--- config.mk ---
export PLATFORM = sky130hd
export DESIGN_NAME = axis_packet_arbiter
export DESIGN_NICKNAME = d
export VERILOG_FILES = /design/src/rtl/axis_arb_pkg.sv /design/src/rtl/axis_rr_pick2.sv /design/src/rtl/axis_packet_arbiter.sv
export SDC_FILE = /design/constraint.sdc
export NUM_CORES = 1
export LEC_CHECK = 0
export BUFFER_PORTS_ARGS = -buffer_cell sky130_fd_sc_hd__buf_2
export CAP_MARGIN = 20
export CORE_MARGIN = 2
export CORE_UTILIZATION = 42
export DETAILED_ROUTE_END_ITERATION = 16
export GPL_ROUTABILITY_DRIVEN = 0
export HOLD_SLACK_MARGIN = 0.1
export PLACE_DENSITY = 0.84
export SYNTH_ARGS = -nofsm -noshare
export SYNTH_HDL_FRONTEND = slang
export SYNTH_SLANG_ARGS = --single-unit
--- constraint.sdc ---
create_clock -name axis_aclk -period 2.4 [get_ports axis_aclk]
set_input_delay 0.24 -clock axis_aclk [delete_from_list [all_inputs] [get_ports axis_aclk]]
set_output_delay 0.24 -clock axis_aclk [all_outputs]
set_load 0.03 [all_outputs]
--- src/rtl/axis_arb_pkg.sv ---
// Shared encodings for the AXI4-Stream packet arbiters.
// The FSM state doubles as the exported grant value.
package axis_arb_pkg;

    typedef enum logic [1:0] {
        IDLE   = 2'b00,
        GRANT0 = 2'b01,
        GRANT1 = 2'b10
    } arb_state_t;

    // s00 wins the first tie after reset because s01 counts as last served.
    localparam logic LAST_SERVED_RST = 1'b1;

endpackage

--- src/rtl/axis_rr_pick2.sv ---
// Two-requester round-robin pick: one-hot winner, or 00 when nobody requests.
// Purely combinational so it can be reused in wider arbiter trees.
module axis_rr_pick2 (
    input  logic [1:0] req,
    input  logic       last_served,
    output logic [1:0] pick
);

    // NOTE: every combinational output gets a default first, so no path leaves it unassigned and no latch is inferred.
    always_comb begin
        pick = 2'b00;
        case (req)
            2'b01:   pick = 2'b01;
            2'b10:   pick = 2'b10;
            2'b11:   pick = last_served ? 2'b01 : 2'b10;
            default: pick = 2'b00;
        endcase
    end

endmodule

--- src/rtl/axis_packet_arbiter.sv ---
// Two-input AXI4-Stream arbiter with packet-granular round-robin and per-source packet counters.
// Data passes through combinationally; only state, pointer and counters are registered.
module axis_packet_arbiter
    import axis_arb_pkg::*;
#(
    parameter int AXIS_TDATA_WIDTH = 32,
    parameter int CNT_WIDTH        = 16
) (
    input  logic                            axis_aclk,
    input  logic                            axis_aresetn,
    input  logic                            s00_axis_tvalid,
    input  logic [AXIS_TDATA_WIDTH-1:0]     s00_axis_tdata,
    input  logic [AXIS_TDATA_WIDTH/8-1:0]   s00_axis_tstrb,
    input  logic                            s00_axis_tlast,
    output logic                            s00_axis_tready,
    input  logic                            s01_axis_tvalid,
    input  logic [AXIS_TDATA_WIDTH-1:0]     s01_axis_tdata,
    input  logic [AXIS_TDATA_WIDTH/8-1:0]   s01_axis_tstrb,
    input  logic                            s01_axis_tlast,
    output logic                            s01_axis_tready,
    output logic                            m00_axis_tvalid,
    output logic [AXIS_TDATA_WIDTH-1:0]     m00_axis_tdata,
    output logic [AXIS_TDATA_WIDTH/8-1:0]   m00_axis_tstrb,
    output logic                            m00_axis_tlast,
    input  logic                            m00_axis_tready,
    output logic [1:0]                      grant,
    output logic [CNT_WIDTH-1:0]            s00_pkt_count,
    output logic [CNT_WIDTH-1:0]            s01_pkt_count
);

    arb_state_t state, state_nxt;
    logic       last_served, last_served_nxt;
    logic [1:0] pick;
    logic       done0, done1;

    axis_rr_pick2 u_pick (
        .req        ({s01_axis_tvalid, s00_axis_tvalid}),
        .last_served(last_served),
        .pick       (pick)
    );

    // A packet ends when the granted source's tlast beat is accepted downstream.
    assign done0 = (state == GRANT0) && s00_axis_tvalid && m00_axis_tready && s00_axis_tlast;
    assign done1 = (state == GRANT1) && s01_axis_tvalid && m00_axis_tready && s01_axis_tlast;

    always_comb begin
        state_nxt       = state;
        last_served_nxt = last_served;
        case (state)
            IDLE: begin
                if (pick == 2'b01)      state_nxt = GRANT0;
                else if (pick == 2'b10) state_nxt = GRANT1;
            end
            GRANT0: begin
                if (done0) begin
                    state_nxt       = IDLE;
                    last_served_nxt = 1'b0;
                end
            end
            GRANT1: begin
                if (done1) begin
                    state_nxt       = IDLE;
                    last_served_nxt = 1'b1;
                end
            end
            default: state_nxt = IDLE;
        endcase
    end

    // NOTE: registered state uses non-blocking assignments so every flop samples pre-edge values.
    always_ff @(posedge axis_aclk or negedge axis_aresetn) begin
        if (!axis_aresetn) begin
            state         <= IDLE;
            last_served   <= LAST_SERVED_RST;
            s00_pkt_count <= '0;
            s01_pkt_count <= '0;
        end else begin
            state       <= state_nxt;
            last_served <= last_served_nxt;
            if (done0) s00_pkt_count <= s00_pkt_count + CNT_WIDTH'(1);
            if (done1) s01_pkt_count <= s01_pkt_count + CNT_WIDTH'(1);
        end
    end

    assign grant = state;

    // Output mux and ready steering: the non-granted source is always held off.
    always_comb begin
        m00_axis_tvalid = 1'b0;
        m00_axis_tdata  = '0;
        m00_axis_tstrb  = '0;
        m00_axis_tlast  = 1'b0;
        s00_axis_tready = 1'b0;
        s01_axis_tready = 1'b0;
        case (state)
            GRANT0: begin
                m00_axis_tvalid = s00_axis_tvalid;
                m00_axis_tdata  = s00_axis_tdata;
                m00_axis_tstrb  = s00_axis_tstrb;
                m00_axis_tlast  = s00_axis_tlast;
                s00_axis_tready = m00_axis_tready;
            end
            GRANT1: begin
                m00_axis_tvalid = s01_axis_tvalid;
                m00_axis_tdata  = s01_axis_tdata;
                m00_axis_tstrb  = s01_axis_tstrb;
                m00_axis_tlast  = s01_axis_tlast;
                s01_axis_tready = m00_axis_tready;
            end
            default: ;
        endcase
    end

endmodule
==> metrics.cfg, run 1 <==
[sta]
hold_ws_ns = 0.3629
tns_ns = 0
tightest_slew_ns = 0.7470
relSlewSlack_pct = 50.20
hold_viol = 0
finalSetupViolCount = 0
fin_crit_sh_pct = 90.61
drv_slew = 0
fmax_mhz = 459.9
clock_skew_ns = 0.003667
rsz0062_at_grt = false
fin_crit_ns = 2.175

[synth]
yosysTopAreaCellShare_pct = 38.44
ys.flop_type = dfrtp_1
yosysWarnings = 0
synth_cells = 238
synth_top_area_cell = dfrtp_1
synth_common_cells = 39 x a22oi_1, 38 x nor2b_1, 34 x dfrtp_1, 25 x xnor2_1, 22 x nand2_1
yosys-top-cells-area = dfrtp_1 38%, a22oi_1 13%, nor2b_1 11%, xnor2_1 9.9%, nand2_1 3.7%
synth_most_common_cell = a22oi_1
async_flop_share_pct = 100.0
seq_area_frac_synth_pct = 39.63
avgSynthCellArea_um2 = 9.300
synth_edf_count = 0
netlist_area_um2 = 2213
syn_nets = 323
ys_types = 27
ys_ff_latch = 35

[clock_tree]
cts_root_buffer = clkbuf_8
numCtsBuffers = 5
clkLatencyLatePin_ns = 0.28
path_clk_slew_ns = 0.07
post-cts-setup-buffers = 0
htree_levels = 2
numClockSinks = 35
clockBufferDepth = 2
cts_tree = yes

[place]
post-dp-hpwl_um = 5027
io_buffers = 152

[route]
route.detailed.drc = 0
num_vias = 2410
wl_met3_um = 510
top_layer_used = met4
drt-met1-wl_um = 2643
postRouteAntennaNets = 0
drtPass1Iterations = 4
wl_um = 6646
drt-initial-drc-count = 80
dr_wl_met2_um = 3424
post_drt_wl_per_cell_um = 14.45
via_per_inst = 5.239

[die]
rows = 26
die_w_um = 76.60
start_util_pct = 43.34
core-area_um2 = 5107
die_y_um = 76.60
die_area_um2 = 5867
pin_count = 153

[critical_path]
reg2reg_depth = 6
cp-start-kind = flop
r2r_setup_slack_ns = 0.53
critPathMaxFanout = 42
critPathKind = reg -> out
arrival_ns = 1.93
worstPathRequired_ns = 2.16
end_kind = output port

[layout]
ff_latch_area_um2 = 877.1
multi_input_area_um2 = 1259
final_layout_size_suffix_gt1_share_pct = 42.93
areaGrowthSynthToFinish_pct = 42.28
fillers = 434
nets = 473

[global_routing]
grt_antenna_before_repair = 1
grt_pass1_vias = 2316
grt_max_degree = 43
overflow = 0
grt_pass1_wl_um = 10930
track_usage_pct = 23.16

[flow_run]
maxCapViolCount = 0

[worst_hold_path]
min_path_cells = 3
hp-class = in -> reg

[status]
status = finished, final reports clean

[power_and_ir_drop]
peakVddDrop_mv = 0.3781
power_density_nw_per_um2 = 835.8
p_leak_nw = 1.632

where the power goes:
group	internal, mW	switching, mW	total, mW
clock	0.262	0.199	0.460
combinational	0.528	0.934	1.46
sequential	0.644	0.0666	0.711
critical path: stages, from the launching register on:
cell	delay, ns
dfrtp_1	0.40
inv_1	0.11
ha_1	0.17
buf_4	0.37
a22oi_1	0.16
nor2b_1	0.20
buf_2	0.23
layer usage:
metal	vias up	global-route usage, %
met5	-	0
met4	0	7.455
met3	6	6.043
met2	104	41.50
met1	1153	26.84
li1	1147	-
logic make-up after synthesis:
logic type,count (synthesis),share of synthesized area (%)
AND/OR/NAND/NOR,102,26.57
AO/OA/AOI/OAI,45,15.04
flip-flops,35,39.63
XOR/XNOR,30,11.87
buffers and inverters,20,3.505
adder cells (fa/ha/maj),6,3.392
final cells by class:
cell class	instances	share of cell area, %
Multi-Input combinational cell	183	39.97
Clock buffer	8	3.178
Tap cell	70	2.781
Sequential cell	35	27.85
Antenna cell	1	0.07946
Timing Repair Buffer	157	25.43
Inverter	6	0.7151
placed cells by master (no fill, tap or decap):
cell type | synthesis | layout
a21boi_0 | 2 | 2
a22oi_1 | 39 | 39
a31oi_1 | 2 | 2
and2_1 | 2 | 2
and3_1 | 3 | 3
and4_1 | 5 | 5
buf_2 | 2 | 152
buf_4 | 0 | 4
clkbuf_1 | 12 | 1
clkbuf_8 | 0 | 7
dfrtp_1 | 34 | 34
dfstp_2 | 1 | 1
diode_2 | 0 | 1
dlygate4sd3_1 | 0 | 1
ha_1 | 6 | 6
inv_1 | 6 | 6
nand2_1 | 22 | 22
nand3_1 | 10 | 10
nand3b_1 | 1 | 1
nand4_1 | 10 | 10
nand4_2 | 1 | 1
nor2_1 | 5 | 5
nor2b_1 | 38 | 38
nor3_1 | 1 | 1
nor3_2 | 1 | 1
nor4_1 | 1 | 1
o22ai_1 | 2 | 2
or3_1 | 1 | 1
or4b_4 | 1 | 1
xnor2_1 | 25 | 25
xor2_1 | 5 | 5
repair_timing:
action / in CTS / in global routing
hold endpoints to repair: 34 / 0
hold buffers: 1 / 0
resized for setup: 0 / 0
path summary, 6_finish.rpt:
check | startpoint | to
setup / recovery | grant[0] | m00_axis_tlast
hold / removal | s00_axis_tlast | s00_pkt_count[0]
setup reg to reg | grant[1] | s00_pkt_count[15]
hold reg to reg | s01_pkt_count[15] | s01_pkt_count[15]
max in group asynchronous | axis_aresetn | s00_pkt_count[15]
min in group asynchronous | axis_aresetn | s00_pkt_count[8]
sequential cells by signal (all words and copies together), names as in the netlist:
name,flops
s01_pkt_count,16
s00_pkt_count,16
last_served,1
grant,2
metrics by stage:
step / instances / power [mW] / cell area (um^2) / worst slack (ns) / utilization, %
after floorplan: 238 / 1.776 / 2213 / 0.4033 / -
after global placement: 450 / 2.155 / 3037 / 0.5580 / 59.46
after detailed placement: 450 / 2.180 / 3037 / 0.5234 / 59.46
after CTS: 459 / 2.651 / 3147 / 0.1963 / 61.61
after global routing: 460 / 2.805 / 3149 / 0.06425 / 61.66
final: 460 / 2.632 / 3149 / 0.2254 / 61.66
Power figures use the tool's default switching activity.
==> run 2, diff against run 1 <==
--- a/config.mk
+++ b/config.mk
@@ -5,14 +5,15 @@
 export SDC_FILE = /design/constraint.sdc
 export NUM_CORES = 1
 export LEC_CHECK = 0
-export BUFFER_PORTS_ARGS = -buffer_cell sky130_fd_sc_hd__buf_2
 export CAP_MARGIN = 20
 export CORE_MARGIN = 2
-export CORE_UTILIZATION = 42
+export CORE_UTILIZATION = 50
 export DETAILED_ROUTE_END_ITERATION = 16
+export DONT_BUFFER_PORTS = 1
 export GPL_ROUTABILITY_DRIVEN = 0
 export HOLD_SLACK_MARGIN = 0.1
-export PLACE_DENSITY = 0.84
+export PLACE_DENSITY = 0.68
 export SYNTH_ARGS = -nofsm -noshare
 export SYNTH_HDL_FRONTEND = slang
+export SYNTH_HIERARCHICAL = 1
 export SYNTH_SLANG_ARGS = --single-unit
==> constraint.sdc (replaced) <==
create_clock -name axis_aclk -period 2.4 [get_ports axis_aclk]
set_input_delay 0.24 -clock axis_aclk [delete_from_list [all_inputs] [get_ports axis_aclk]]
set_output_delay 0.24 -clock axis_aclk [all_outputs]
set_load 0.01 [all_outputs]
==> run 2 against run 1 <==
Utilization is 5.3 points lower. Count of clock-buffer cells in the layout is 2 lower. Non-clock buffer count is 151 lower. Synthesized area is 2.5% higher. Largest power group unchanged. Flip-flop and latch count stayed put. Final cell count is 37% lower. Clock skew is 0.0028 ns higher. Largest cell class unchanged. Maximum frequency is 3.5% higher. Worst hold slack worse by 0.21 ns. Via count is 26% lower.
==> metrics.cfg, run 2 <==
[status]
status = finished, final reports clean

[place]
io_buffers = 0
post-dp-hpwl_um = 3985
pre_cts_ws_ns = 0.4024

[synth]
seq_area_frac_synth_pct = 38.67
netlist_area_um2 = 2268
ys_types = 28
synth_top_area_cell = dfrtp_1
synth_cells = 239
async_flop_share_pct = 100.0
synth_edf_count = 0
yosysWarnings = 6
synth_most_common_cell = a22oi_1
ys.flop_type = dfrtp_1
avgSynthCellArea_um2 = 9.491
yosys-top-cells-area = dfrtp_1 38%, a22oi_1 13%, nor2b_1 10%, xnor2_1 9.3%, ha_1 3.3%
synth_common_cells = 39 x a22oi_1, 38 x nor2b_1, 34 x dfrtp_1, 24 x xnor2_1, 19 x nand2_1
ys_ff_latch = 35
syn_nets = 324
yosysTopAreaCellShare_pct = 37.51

[worst_hold_path]
hp-class = in -> reg

[global_routing]
grt_antenna_before_repair = 0
grt_pass1_vias = 1659
overflow = 0
grt_max_degree = 41
track_usage_pct = 20.79
grt_pass1_wl_um = 8383

[sta]
fin_crit_ns = 2.101
clock_skew_ns = 0.006436
fmax_mhz = 475.9
tns_ns = 0
relSlewSlack_pct = 74.54
tightest_slew_ns = 0.3819
drv_slew = 0
fin_crit_sh_pct = 87.55
fin_ws_ns = 0.2988
rsz0062_at_grt = false
finalSetupViolCount = 0
hold_viol = 0

[layout]
final_common_cell = a22oi_1
fillers = 374
postLayoutCoreUtil_pct = 56.38
nets = 321
areaGrowthSynthToFinish_pct = 8.218
final_layout_size_suffix_gt1_share_pct = 8.017
final_cell_mix = 39 x a22oi_1, 38 x nor2b_1, 34 x dfrtp_1
antenna_cells = 0

[critical_path]
end_kind = output port
cpPeakStageDelay_ns = 0.45
worstPathRequired_ns = 2.16
critPathKind = reg -> out
path_cells = inv_1 -> ha_1 -> buf_12 -> a22oi_1 -> nor2b_1
cp-start-kind = flop
arrival_ns = 1.86
crit_path_top_delay_cell = dfrtp_1
critPathMaxFanout = 37

[clock_tree]
clkLatencyLatePin_ns = 0.29
htree_levels = 2
clockBufferDepth = 2
numCtsBuffers = 5
cts_tree = yes
cts_root_buffer = clkbuf_8
path_clk_slew_ns = 0.07
numClockSinks = 35

[die]
core-area_um2 = 4354
start_util_pct = 52.10
pin_count = 153
die_w_um = 71.36
die_y_um = 71.36
die_area_um2 = 5092
rows = 24

[route]
num_vias = 1776
drtPass1Iterations = 4
wl_um = 5317
post_drt_wl_per_cell_um = 18.40
postRouteAntennaNets = 0
route.detailed.drc = 0
via_per_inst = 6.145
drt-initial-drc-count = 75

[power_and_ir_drop]
power.total_mw = 2.191
power_density_nw_per_um2 = 892.4
p_leak_nw = 1.004
peakVddDrop_mv = 0.3821

[flow_run]
maxCapViolCount = 0

## run 2: cell types whose count changed in the layout (fill, tap and decap cells not counted), moves of 2 or more
cell / change
and3_1: +4
buf_2: -152
nor2_1: -3
buf_12: +2
nand2_1: -3
## run 2: kinds of logic (layout without fill, tap and decap cells)
logic type / after synthesis / after routing / synth area share (%)
buf+inv: 22 / 20 / 4.026
simple gates: 100 / 100 / 27.41
fa+ha+maj: 6 / 6 / 3.309
xor+xnor: 30 / 30 / 11.58
compound gates: 46 / 46 / 15.00
flops: 35 / 35 / 38.67
## run 2: layout make-up
| type | instances | area (um^2) | share of cell area (%) |
|---|---|---|---|
| Multi-Input combinational cell | 182 | 1300 | 52.96 |
| Tap cell | 52 | 65.06 | 2.650 |
| Clock buffer | 6 | 82.58 | 3.364 |
| Clock inverter | 2 | 35.03 | 1.427 |
| Timing Repair Buffer | 6 | 72.57 | 2.956 |
| Sequential cell | 35 | 877.1 | 35.73 |
| Inverter | 6 | 22.52 | 0.9174 |
## run 2: what timing repair did
item,in CTS,in global routing
resized for setup,0,0
buffers inserted,0,0
hold buffers,2,0
endpoints found under the hold margin,35,0
## run 2: metrics by stage
stage	instances	area (um^2)	hold WS [ns]
6_report	289	2455	0.1550
4_1_cts	289	2455	0.1509
3_3_place_gp	279	2307	-0.05485
2_1_floorplan	239	2268	-0.05559
5_1_grt	289	2455	0.1545
3_5_place_dp	279	2307	-0.05486
## run 2: final timing paths
| check | from | to | depth (start not counted) | slack, ns |
|---|---|---|---|---|
| hold / removal | s01_axis_tvalid | s01_pkt_count[0] | 2 | 0.15 |
| setup reg to reg | grant[0] | s01_pkt_count[14] | 6 | 0.39 |
| max in group asynchronous | axis_aresetn | last_served | 2 | 1.75 |
| setup / recovery | grant[0] | m00_axis_tlast | 5 | 0.30 |
| hold reg to reg | s00_pkt_count[15] | s00_pkt_count[15] | 1 | 0.53 |
| min in group asynchronous | axis_aresetn | s00_pkt_count[11] | 2 | 0.41 |
## run 2: layer usage
| metal | GRT usage, % | up-vias | part of all wire (%) |
|---|---|---|---|
| li1 | - | 841 | - |
| met1 | 25.16 | 838 | 41 |
| met2 | 34.36 | 90 | 49 |
| met3 | 7.173 | 7 | 8.5 |
| met4 | 7.547 | 0 | 1.5 |
| met5 | 0 | - | 0 |
## run 2: critical path: cells and delay by family, from the launching register on
family,cells,cell delay (ns)
AO/OA/AOI/OAI,1,0.11
buffers and inverters,2,0.37
adder cells (fa/ha/maj),1,0.40
flip-flops,1,0.45
AND/OR/NAND/NOR,1,0.25
## run 2: report_power, final
group          internal [mW]  switching [mW]  total, mW
logic                  0.389           0.512      0.900
registers              0.643          0.0989      0.742
clock network          0.336           0.212      0.548
==> run 3, diff against run 2 <==
--- a/config.mk
+++ b/config.mk
@@ -6,7 +6,6 @@
 export NUM_CORES = 1
 export LEC_CHECK = 0
 export CAP_MARGIN = 20
-export CORE_MARGIN = 2
 export CORE_UTILIZATION = 50
 export DETAILED_ROUTE_END_ITERATION = 16
 export DONT_BUFFER_PORTS = 1
==> run 3 against run 2 <==
Worst setup slack improved by 0.12 ns. Sequential share of layout area rose by 0.22 points. Highest routed layer unchanged. Critical path depth rose by 1. Critical endpoint unchanged.
==> metrics.cfg, run 3 (synthesis gave the netlist of run 2 again) <==
[power_and_ir_drop]
p_leak_nw = 0.9998
peakVddDrop_mv = 0.3549
power_density_nw_per_um2 = 852.9

[global_routing]
grt_pass1_vias = 1616
grt_antenna_before_repair = 0
grt_max_degree = 41
track_usage_pct = 19.89
grt_pass1_wl_um = 7686
overflow = 0

[die]
die_y_um = 69.36
pin_count = 153
core-area_um2 = 4354
die_w_um = 69.36
die_area_um2 = 4810
start_util_pct = 52.10
rows = 24

[clock_tree]
path_clk_slew_ns = 0.07
clockBufferDepth = 2
numClockSinks = 35
htree_levels = 2
cts_tree = yes
clkLatencyLatePin_ns = 0.28
cts_root_buffer = clkbuf_8
numCtsBuffers = 5

[critical_path]
critPathKind = reg -> out
arrival_ns = 1.75
reg2reg_depth = 6
cp-start-kind = flop
crit_path_top_delay_cell = dfrtp_1
cpPeakStageDelay_ns = 0.44
critPathMaxFanout = 40
path_cells = inv_1 -> ha_1 -> buf_12 -> a22oi_1 -> nor2b_1 -> buf_4
worstPathRequired_ns = 2.16
end_kind = output port

[route]
route.detailed.drc = 0
postRouteAntennaNets = 0
drtPass1Iterations = 4
post_drt_wl_per_cell_um = 17.22
wl_um = 4993
via_per_inst = 6.190
drt-initial-drc-count = 84
num_vias = 1795

[sta]
fmax_mhz = 503.6
rsz0062_at_grt = false
tns_ns = 0
tightest_slew_ns = 0.2945
clock_skew_ns = 0.004538
fin_crit_ns = 1.986
fin_crit_sh_pct = 82.74
finalSetupViolCount = 0
relSlewSlack_pct = 80.36
hold_ws_ns = 0.1655
hold_viol = 0
drv_slew = 0

[worst_hold_path]
hp-class = in -> reg
min_path_cells = 2

[place]
io_buffers = 0
dp.cells = 281
post-dp-hpwl_um = 3789

[layout]
final_cell_count_no_fill = 290
final_layout_size_suffix_gt1_share_pct = 8.403
postLayoutCoreUtil_pct = 56.03
final_common_cell = a22oi_1
fillers = 385
final_cell_mix = 39 x a22oi_1, 38 x nor2b_1, 34 x dfrtp_1
nets = 323
areaGrowthSynthToFinish_pct = 7.557
antenna_cells = 0

[status]
status = finished, final reports clean

[flow_run]
maxCapViolCount = 0

## run 3: cell types whose count changed in the layout (fill, tap and decap cells not counted)
cell / delta
buf_4: +2
bufinv_16: -1
## run 3: report_power, final
part,internal (mW),switching [mW],total [mW]
registers,0.644,0.0990,0.743
clock network,0.225,0.192,0.417
logic,0.408,0.513,0.921
## run 3: path summary, 6_finish.rpt
path,from,endpoint,slack (ns)
max in group asynchronous,axis_aresetn,last_served,1.75
setup / recovery,grant[0],m00_axis_tlast,0.41
hold / removal,s01_axis_tvalid,s01_pkt_count[0],0.17
hold reg to reg,s01_pkt_count[15],s01_pkt_count[15],0.53
setup reg to reg,grant[0],s01_pkt_count[14],0.54
min in group asynchronous,axis_aresetn,s01_pkt_count[10],0.41
## run 3: cell type report
cell class,instances,area (um^2),share of cell area [%]
multi-input combinational,182,1300,53.28
sequential,35,877.1,35.95
timing repair buffer,8,87.58,3.590
clock buffer,6,82.58,3.385
tap,52,65.06,2.667
inverter,6,22.52,0.9231
clock inverter,1,5.005,0.2051
## run 3: what timing repair did
item,in CTS,in global routing
buffers inserted,0,0
resized for setup,0,0
hold buffers,2,0
hold endpoints to repair,35,0
setup endpoints to repair,0,0
## run 3: layer usage
layer	global-route usage, %	vias up	share of wire (%)
met2	34.30	89	50
met5	0	-	0
met3	7.994	4	8.8
met1	22.40	859	40
met4	6.122	0	0.62
li1	-	843	-
## run 3: critical path: cells and delay by family, from the launching register on
kind	cells	cell delay, ns
buffers and inverters	3	0.48
DFF	1	0.44
adders and majority gates	1	0.31
and+or+nand+nor	1	0.12
AOI/OAI and AO/OA	1	0.11
## run 3: through the flow
| step | instance area [um^2] | worst slack [ns] | total power [mW] |
|---|---|---|---|
| finish | 2440 | 0.4141 | 2.081 |
| CTS | 2440 | 0.3727 | 2.104 |
| detailed placement | 2322 | 0.5345 | 1.666 |
| global placement | 2322 | 0.5975 | 1.648 |
| floorplan | 2268 | 0.7153 | 1.481 |
| global route | 2440 | 0.2698 | 2.217 |
